--- src/rtl/sbox6_layer_serial_if.sv ---
// Handshake bundle for sbox6_layer_serial.
// Input channel:  in_valid/in_ready carry in_data (6*NSBOX bits) and the mode bit inv.
// Output channel: out_valid/out_ready carry out_data (6*NSBOX bits).
// slave modport is the S-box layer; master modport is the block feeding/draining it.
interface sbox6_layer_serial_if #(
  parameter int unsigned NSBOX = 8
) ();
  localparam int unsigned W = 6 * NSBOX;

  logic         in_valid;
  logic         in_ready;
  logic [W-1:0] in_data;
  logic         inv;
  logic         out_valid;
  logic         out_ready;
  logic [W-1:0] out_data;

  modport master (
    output in_valid, in_data, inv, out_ready,
    input  in_ready, out_valid, out_data
  );

  modport slave (
    input  in_valid, in_data, inv, out_ready,
    output in_ready, out_valid, out_data
  );
endinterface

--- src/rtl/sbox6_layer_serial.sv ---
// Iterative S-box layer: applies the fixed 6-bit S-box (or its inverse) to all
// NSBOX slices of the state, LANES slices per clock, lowest slices first.
// Ports:
//   clk  - system clock, rising edge
//   rst  - synchronous active-high reset
//   bus  - slave side of sbox6_layer_serial_if (in_valid/in_ready/in_data/inv,
//          out_valid/out_ready/out_data)
// in_ready is a decode of FSM state and out_ready; every other output is a register.
module sbox6_layer_serial #(
  parameter int unsigned NSBOX = 8,
  parameter int unsigned LANES = 2
) (
  input  logic                  clk,
  input  logic                  rst,
  sbox6_layer_serial_if.slave   bus
);

  localparam int unsigned W       = 6 * NSBOX;
  localparam int unsigned G       = NSBOX / LANES;
  localparam int unsigned CW      = (G > 1) ? $clog2(G) : 1;
  localparam int          LANES_I = int'(LANES);

  localparam logic [5:0] SBOX_FWD [64] = '{
    6'd0,  6'd48, 6'd61, 6'd31, 6'd17, 6'd28, 6'd32, 6'd42,
    6'd12, 6'd7,  6'd21, 6'd34, 6'd15, 6'd45, 6'd50, 6'd57,
    6'd43, 6'd44, 6'd51, 6'd14, 6'd30, 6'd19, 6'd1,  6'd35,
    6'd52, 6'd27, 6'd4,  6'd63, 6'd55, 6'd6,  6'd40, 6'd24,
    6'd25, 6'd36, 6'd47, 6'd58, 6'd26, 6'd53, 6'd5,  6'd23,
    6'd11, 6'd41, 6'd18, 6'd54, 6'd38, 6'd2,  6'd62, 6'd9,
    6'd39, 6'd16, 6'd33, 6'd22, 6'd46, 6'd60, 6'd10, 6'd13,
    6'd56, 6'd3,  6'd29, 6'd8,  6'd59, 6'd49, 6'd20, 6'd37
  };

  localparam logic [5:0] SBOX_INV [64] = '{
    6'd0,  6'd22, 6'd45, 6'd57, 6'd26, 6'd38, 6'd29, 6'd9,
    6'd59, 6'd47, 6'd54, 6'd40, 6'd8,  6'd55, 6'd19, 6'd12,
    6'd49, 6'd4,  6'd42, 6'd21, 6'd62, 6'd10, 6'd51, 6'd39,
    6'd31, 6'd32, 6'd36, 6'd25, 6'd5,  6'd58, 6'd20, 6'd3,
    6'd6,  6'd50, 6'd11, 6'd23, 6'd33, 6'd63, 6'd44, 6'd48,
    6'd30, 6'd41, 6'd7,  6'd16, 6'd17, 6'd13, 6'd52, 6'd34,
    6'd1,  6'd61, 6'd14, 6'd18, 6'd24, 6'd37, 6'd43, 6'd28,
    6'd56, 6'd15, 6'd35, 6'd60, 6'd53, 6'd2,  6'd46, 6'd27
  };

  typedef enum logic [1:0] {
    S_IDLE = 2'd0,
    S_BUSY = 2'd1,
    S_DONE = 2'd2
  } state_t;

  state_t          r_state;
  logic [W-1:0]    r_data;
  logic            r_mode;
  logic [CW-1:0]   r_cnt;
  logic            r_out_valid;

  state_t          w_state_nxt;
  logic [W-1:0]    w_data_nxt;
  logic            w_mode_nxt;
  logic [CW-1:0]   w_cnt_nxt;
  logic            w_in_ready;
  logic [W-1:0]    w_sub;

  // Register with the current group's LANES slices substituted.
  always_comb begin
    w_sub = r_data;
    for (int l = 0; l < LANES_I; l++) begin
      w_sub[(int'(r_cnt) * LANES_I + l) * 6 +: 6] =
        r_mode ? SBOX_INV[r_data[(int'(r_cnt) * LANES_I + l) * 6 +: 6]]
               : SBOX_FWD[r_data[(int'(r_cnt) * LANES_I + l) * 6 +: 6]];
    end
  end

  // Next-state and handshake decode.
  always_comb begin
    w_state_nxt = r_state;
    w_data_nxt  = r_data;
    w_mode_nxt  = r_mode;
    w_cnt_nxt   = r_cnt;
    w_in_ready  = 1'b0;
    unique case (r_state)
      S_IDLE: begin
        w_in_ready = 1'b1;
        if (bus.in_valid) begin
          w_data_nxt  = bus.in_data;
          w_mode_nxt  = bus.inv;
          w_cnt_nxt   = '0;
          w_state_nxt = S_BUSY;
        end
      end
      S_BUSY: begin
        w_data_nxt = w_sub;
        if (r_cnt == CW'(G - 1)) begin
          w_cnt_nxt   = '0;
          w_state_nxt = S_DONE;
        end else begin
          w_cnt_nxt = r_cnt + CW'(1);
        end
      end
      S_DONE: begin
        // Consuming the result frees the register, so a waiting block can load on the same edge.
        w_in_ready = bus.out_ready;
        if (bus.out_ready) begin
          if (bus.in_valid) begin
            w_data_nxt  = bus.in_data;
            w_mode_nxt  = bus.inv;
            w_cnt_nxt   = '0;
            w_state_nxt = S_BUSY;
          end else begin
            w_state_nxt = S_IDLE;
          end
        end
      end
      default: w_state_nxt = S_IDLE;
    endcase
  end

  // State, datapath and registered out_valid.
  always_ff @(posedge clk) begin
    if (rst) begin
      r_state     <= S_IDLE;
      r_data      <= '0;
      r_mode      <= 1'b0;
      r_cnt       <= '0;
      r_out_valid <= 1'b0;
    end else begin
      r_state     <= w_state_nxt;
      r_data      <= w_data_nxt;
      r_mode      <= w_mode_nxt;
      r_cnt       <= w_cnt_nxt;
      r_out_valid <= (w_state_nxt == S_DONE);
    end
  end

  assign bus.in_ready  = w_in_ready;
  assign bus.out_valid = r_out_valid;
  assign bus.out_data  = r_data;

endmodule

--- src/flat_wrapper.sv ---
// flat-port wrapper written by rule: the top's interface ports become plain ports
module sbox6_layer_serial_flat 
#(
  parameter int unsigned NSBOX = 8,
  parameter int unsigned LANES = 2
)
  (clk, rst, bus_in_valid, bus_in_data, bus_inv, bus_out_ready, bus_in_ready, bus_out_valid, bus_out_data);
  sbox6_layer_serial_if #(.NSBOX(NSBOX)) bus_i ();
  input  logic clk;
  input  logic rst;
  input wire logic [$bits(bus_i.in_valid)-1:0] bus_in_valid;
  input wire logic [$bits(bus_i.in_data)-1:0] bus_in_data;
  input wire logic [$bits(bus_i.inv)-1:0] bus_inv;
  input wire logic [$bits(bus_i.out_ready)-1:0] bus_out_ready;
  output wire logic [$bits(bus_i.in_ready)-1:0] bus_in_ready;
  output wire logic [$bits(bus_i.out_valid)-1:0] bus_out_valid;
  output wire logic [$bits(bus_i.out_data)-1:0] bus_out_data;
  assign bus_i.in_valid = bus_in_valid;
  assign bus_i.in_data = bus_in_data;
  assign bus_i.inv = bus_inv;
  assign bus_i.out_ready = bus_out_ready;
  assign bus_in_ready = bus_i.in_ready;
  assign bus_out_valid = bus_i.out_valid;
  assign bus_out_data = bus_i.out_data;
  sbox6_layer_serial #(.NSBOX(NSBOX), .LANES(LANES)) u_core (.clk(clk), .rst(rst), .bus(bus_i));
endmodule
--- config.mk ---
export PLATFORM = sky130hd
export DESIGN_NAME = sbox6_layer_serial_flat
export DESIGN_NICKNAME = d
export VERILOG_FILES = /design/src/rtl/sbox6_layer_serial_if.sv /design/src/rtl/sbox6_layer_serial.sv /design/src/flat_wrapper.sv
export SDC_FILE = /design/constraint.sdc
export NUM_CORES = 1
export LEC_CHECK = 0
export ABC_AREA = 1
export ABC_CLOCK_PERIOD_IN_PS = 4000
export CELL_PAD_IN_SITES_DETAIL_PLACEMENT = 2
export CELL_PAD_IN_SITES_GLOBAL_PLACEMENT = 2
export CORE_ASPECT_RATIO = 1.4
export CORE_MARGIN = 10
export CORE_UTILIZATION = 28
export DETAILED_ROUTE_END_ITERATION = 10
export HOLD_SLACK_MARGIN = 0.12
export PLACE_DENSITY = 0.89
export SLEW_MARGIN = 20
export SYNTH_ARGS = -nofsm -noshare
export SYNTH_HDL_FRONTEND = slang
export SYNTH_SLANG_ARGS = --single-unit
--- constraint.sdc ---
create_clock -name clk -period 4 [get_ports clk]
set_clock_uncertainty 0.2 [all_clocks]
set_input_delay 0.6 -clock clk [delete_from_list [all_inputs] [get_ports clk]]
set_output_delay 0.6 -clock clk [all_outputs]
set_load 0.01 [all_outputs]
==> flow_summary_export.csv <==
group,metric,value,unit
status,status,"finished clean",
synth,synth.cell_area,6550,um2
synth,ys_async_sr_fraction,0,
finish,layout.nets,1331,
finish,nFillCells,3008,
synth,combinational_family_with_the_most_area_after_synthesis,"simple AND/OR/NAND/NOR gates",
grt,pin_count_of_the_biggest_net_entering_global_routing,48,
sta,setup_tns,0,ns
clock_network,cts-htree-levels,2,
hold_path,holdCritStartpoint,"u_core.bus.out_data[21]",
finish,synth_to_final_area_change,23.0,%
synth,synth_top_area_frac,0.194,
sta,timing.final.max_slew_violations,0,
synth,seq_area_frac_synth,0.165,
critical_path,crit_path_end_kind,"flop",
sta,max_slew.worst_pin.slew,0.993,ns
drt,via_per_inst,5.79,
synth,synth_simple_gate_area_share,0.506,
critical_path,critical_path.max_stage_delay,0.41,ns
synth,postSynth.topFlopCell,"dfxtp_1",
synth,synth.top_cells.by_area,"nand2_1, nand3_1, dfxtp_1",
critical_path,reg2reg_setup_slack,0.19,ns
flow_run,maxCapViolCount,0,
power_and_ir_drop,finalPower,3.54,mW
critical_path,startpoint,"u_core.r_cnt[1]",
synth,number_of_storage_elements_in_the_synthesis_netlist,54,
drt,vias,9030,
clock_network,clock_tree_from_tritoncts,"built",
critical_path,reg2regPathDepth,21,
synth,yosys.area_share.xor_xnor,0,
finish,multi_input_gate_area_in_the_final_layout,4790,um2
critical_path,worst-endpoint-required,3.99,ns
clock_network,worstSkewPairLatency,0.31,ns
power_and_ir_drop,power.density,439,nW/um2
synth,synth_fp_nets,1241,
die,design.die.area,30000,um2
critical_path,worst_ep_arrival_time,3.80,ns
finish,fin_util,0.349,
placement,place.port_buffers,102,
synth,syn-instance-count,1163,
critical_path,critical-path-slowest-cell,"dfxtp_1",
clock_network,cts_hold_repair.buffers,0,
power_and_ir_drop,total_leakage_power,3.56,nW
drt,drt_iter0_drc,739,
sta,post-route-min-period,3.81,ns
synth,synth_mux_area_frac,0,
grt,grt_antenna_before_repair,0,
placement,gpl.final_weighted_congestion,0.975,
grt,grt_use_total,0.250,
sta,rsz0062_at_grt,"no",
finish,fraction_of_final_layout_cells_sized_beyond_drive_strength_1,0.0910,
drt,remaining_routing_drc_violations,0,
synth,synth-warning-count,0,
critical_path,crit_family,"simple AND/OR/NAND/NOR gates",
drt,postRouteAntennaNets,0,
sta,max_freq,0.263,GHz
die,core_area,23100,um2
synth,synth_compound_gate_area_share,0.175,
die,floorplan.initialDensity,0.283,
critical_path,start_kind,"flop",
sta,finalSetupViolations,0,
critical_path,crit_type,"reg -> reg",
hold_path,min_to,"u_core.bus.out_data[21]",
clock_network,clock_tree.root_cell,"clkbuf_16",
hold_path,hold_path_depth,2,
grt,grt_overflow,0,
critical_path,r2r-start,"u_core.r_cnt[1]",
grt,first_global_vias,9808,
synth,post-synth-top-area-cell,"nand2_1",
synth,synth_enable_flop_cells,0,
critical_path,critical_path.n_buffers_inverters,6,
drt,number_of_optimization_iterations_in_the_first_detailed_route_pass,5,
synth,synth_commonest_cells,"nand2_1, nand3_1, a21oi_1, nor2_1, inv_1",
clock_network,clk_path_buf_depth,2,
grt,first_pass_grt_wire_length,59200,um
synth,synth.avg_cell_area,5.63,um2
finish,seq_area,1080,um2
sta,worst_slew_margin_rel,0.335,
synth,synthMostInstantiatedCell,"nand2_1",
sta,hold_viol,0,
sta,share_of_the_cycle_needed_by_the_critical_path_after_routing,0.952,
critical_path,worst_path_fanout_max,5,
die,die_height,201,um
die,chipWidth,149,um
synth,synth.distinct_cells,46,
critical_path,crit_path_cell_trace,"inv_1, ha_2, nand2_1, nor3_1, inv_1, nand2_2, buf_4, clkinvlp_4, ha_1, nand3b_1, buf_4, nand2_1, nand2_1, nand3_1, nand3_1, nand2_1, inv_2, nand2_1, nand3_1, nand2_1, a21oi_1",
hold_path,min-delay-path-class,"reg -> reg",
placement,dp.final_hpwl,30000,um
die,row_count,66,
clock_network,numCtsBuffers,5,
clock_network,cts.clk_slew.worst_paths,0.08,ns
drt,post_dr_wirelength_cell,24.8,um
finish,antenna_cells_inserted,0,
drt,wirelength,38600,um
synth,post_synth_fa_ha_maj_area_fraction,0.0477,
power_and_ir_drop,ir_drop,0.184,mV
critical_path,worstReg2RegEnd,"u_core.bus.out_data[33]",
clock_network,cts_sinks,54,
critical_path,critical_path.most_common_cell,"nand2_1",
die,io_pins,103,
## through the flow
stage | setup slack, ns | hold slack [ns] | instance area [um2] | instances
after floorplan | 0.280 | 0.299 | 6550 | 1163
after global placement | 0.135 | 0.277 | 7880 | 1548
after detailed placement | 0.118 | 0.306 | 7880 | 1548
after CTS | 0.138 | 0.317 | 8010 | 1555
after global routing | 0.0169 | 0.332 | 8060 | 1559
final | 0.191 | 0.309 | 8060 | 1559
## worst register-to-register path: stages, from the launching register on
cell and delay [ns]:
dfxtp_1 0.41, inv_1 0.11, ha_2 0.39, nand2_1 0.16, nor3_1 0.21, inv_1 0.07, nand2_2 0.13, buf_4 0.19
clkinvlp_4 0.14, ha_1 0.22, nand3b_1 0.31, buf_4 0.23, nand2_1 0.06, nand2_1 0.05, nand3_1 0.14, nand3_1 0.19
nand2_1 0.14, inv_2 0.06, nand2_1 0.07, nand3_1 0.08, nand2_1 0.09, a21oi_1 0.06
## cell type report
class	count	area share
Clock buffer	7	0.0165
Inverter	93	0.0444
Multi-Input combinational cell	960	0.595
Sequential cell	54	0.134
Tap cell	306	0.0475
Timing Repair Buffer	139	0.163
## how the worst max path moves through the flow
| stage | endpoint | cells past startpoint |
|---|---|---|
| floorplan | u_core.bus.out_data[30] | 24 |
| global placement | u_core.bus.out_data[31] | 11 |
| detailed placement | u_core.bus.out_data[31] | 11 |
| CTS | u_core.bus.out_data[40] | 19 |
| global route | u_core.bus.out_data[21] | 21 |
| finish | u_core.bus.out_data[33] | 21 |
## timing repair
action | in CTS | in global routing
endpoints found under the setup margin | 0 | 14
buffers inserted | 0 | 4
resized for setup | 0 | 8
endpoints found under the hold margin | 0 | 0
## flip-flops by register name, summed over array words and instances (netlist names)
signal	flops
u_core.r_cnt	2
u_core.bus.out_data	48
u_core.r_mode	1
u_core.bus.out_valid	1
u_core.r_state	2
## per-layer routing
layer	global-route usage	wire, um
met5	0	0
met1	0.274	14600
met2	0.442	20000
met3	0.0262	1380
met4	0.158	2580
## power breakdown
group	internal [mW]	switching [mW]	leakage (nW)
Sequential	0.598	0.0850	0.447
Clock	0.231	0.232	0.0640
Combinational	0.740	1.66	3.05
## cells in the final DEF (no fill, tap or decap), types with 5 or more instances in the layout
cell type,synthesis,final
inv_2,8,8
a21oi_2,5,5
clkbuf_16,0,5
clkdlybuf4s50_1,0,102
o21ai_0,52,50
ha_1,25,24
o211ai_1,7,7
a21oi_1,92,92
nand4_1,21,21
nand3_1,225,225
nor2_2,3,5
nor2_1,92,90
o21ai_1,9,11
nand2_1,338,337
buf_4,9,36
a31oi_1,10,9
inv_1,81,80
nor3_1,16,15
nand2_2,20,21
dfxtp_1,54,53
## logic make-up after synthesis
kind of cell / count (synthesis)
adder cells (fa/ha/maj): 25
AO/OA/AOI/OAI: 196
flip-flops: 54
buffers and inverters: 149
AND/OR/NAND/NOR: 739
Power figures use the tool's default switching activity.
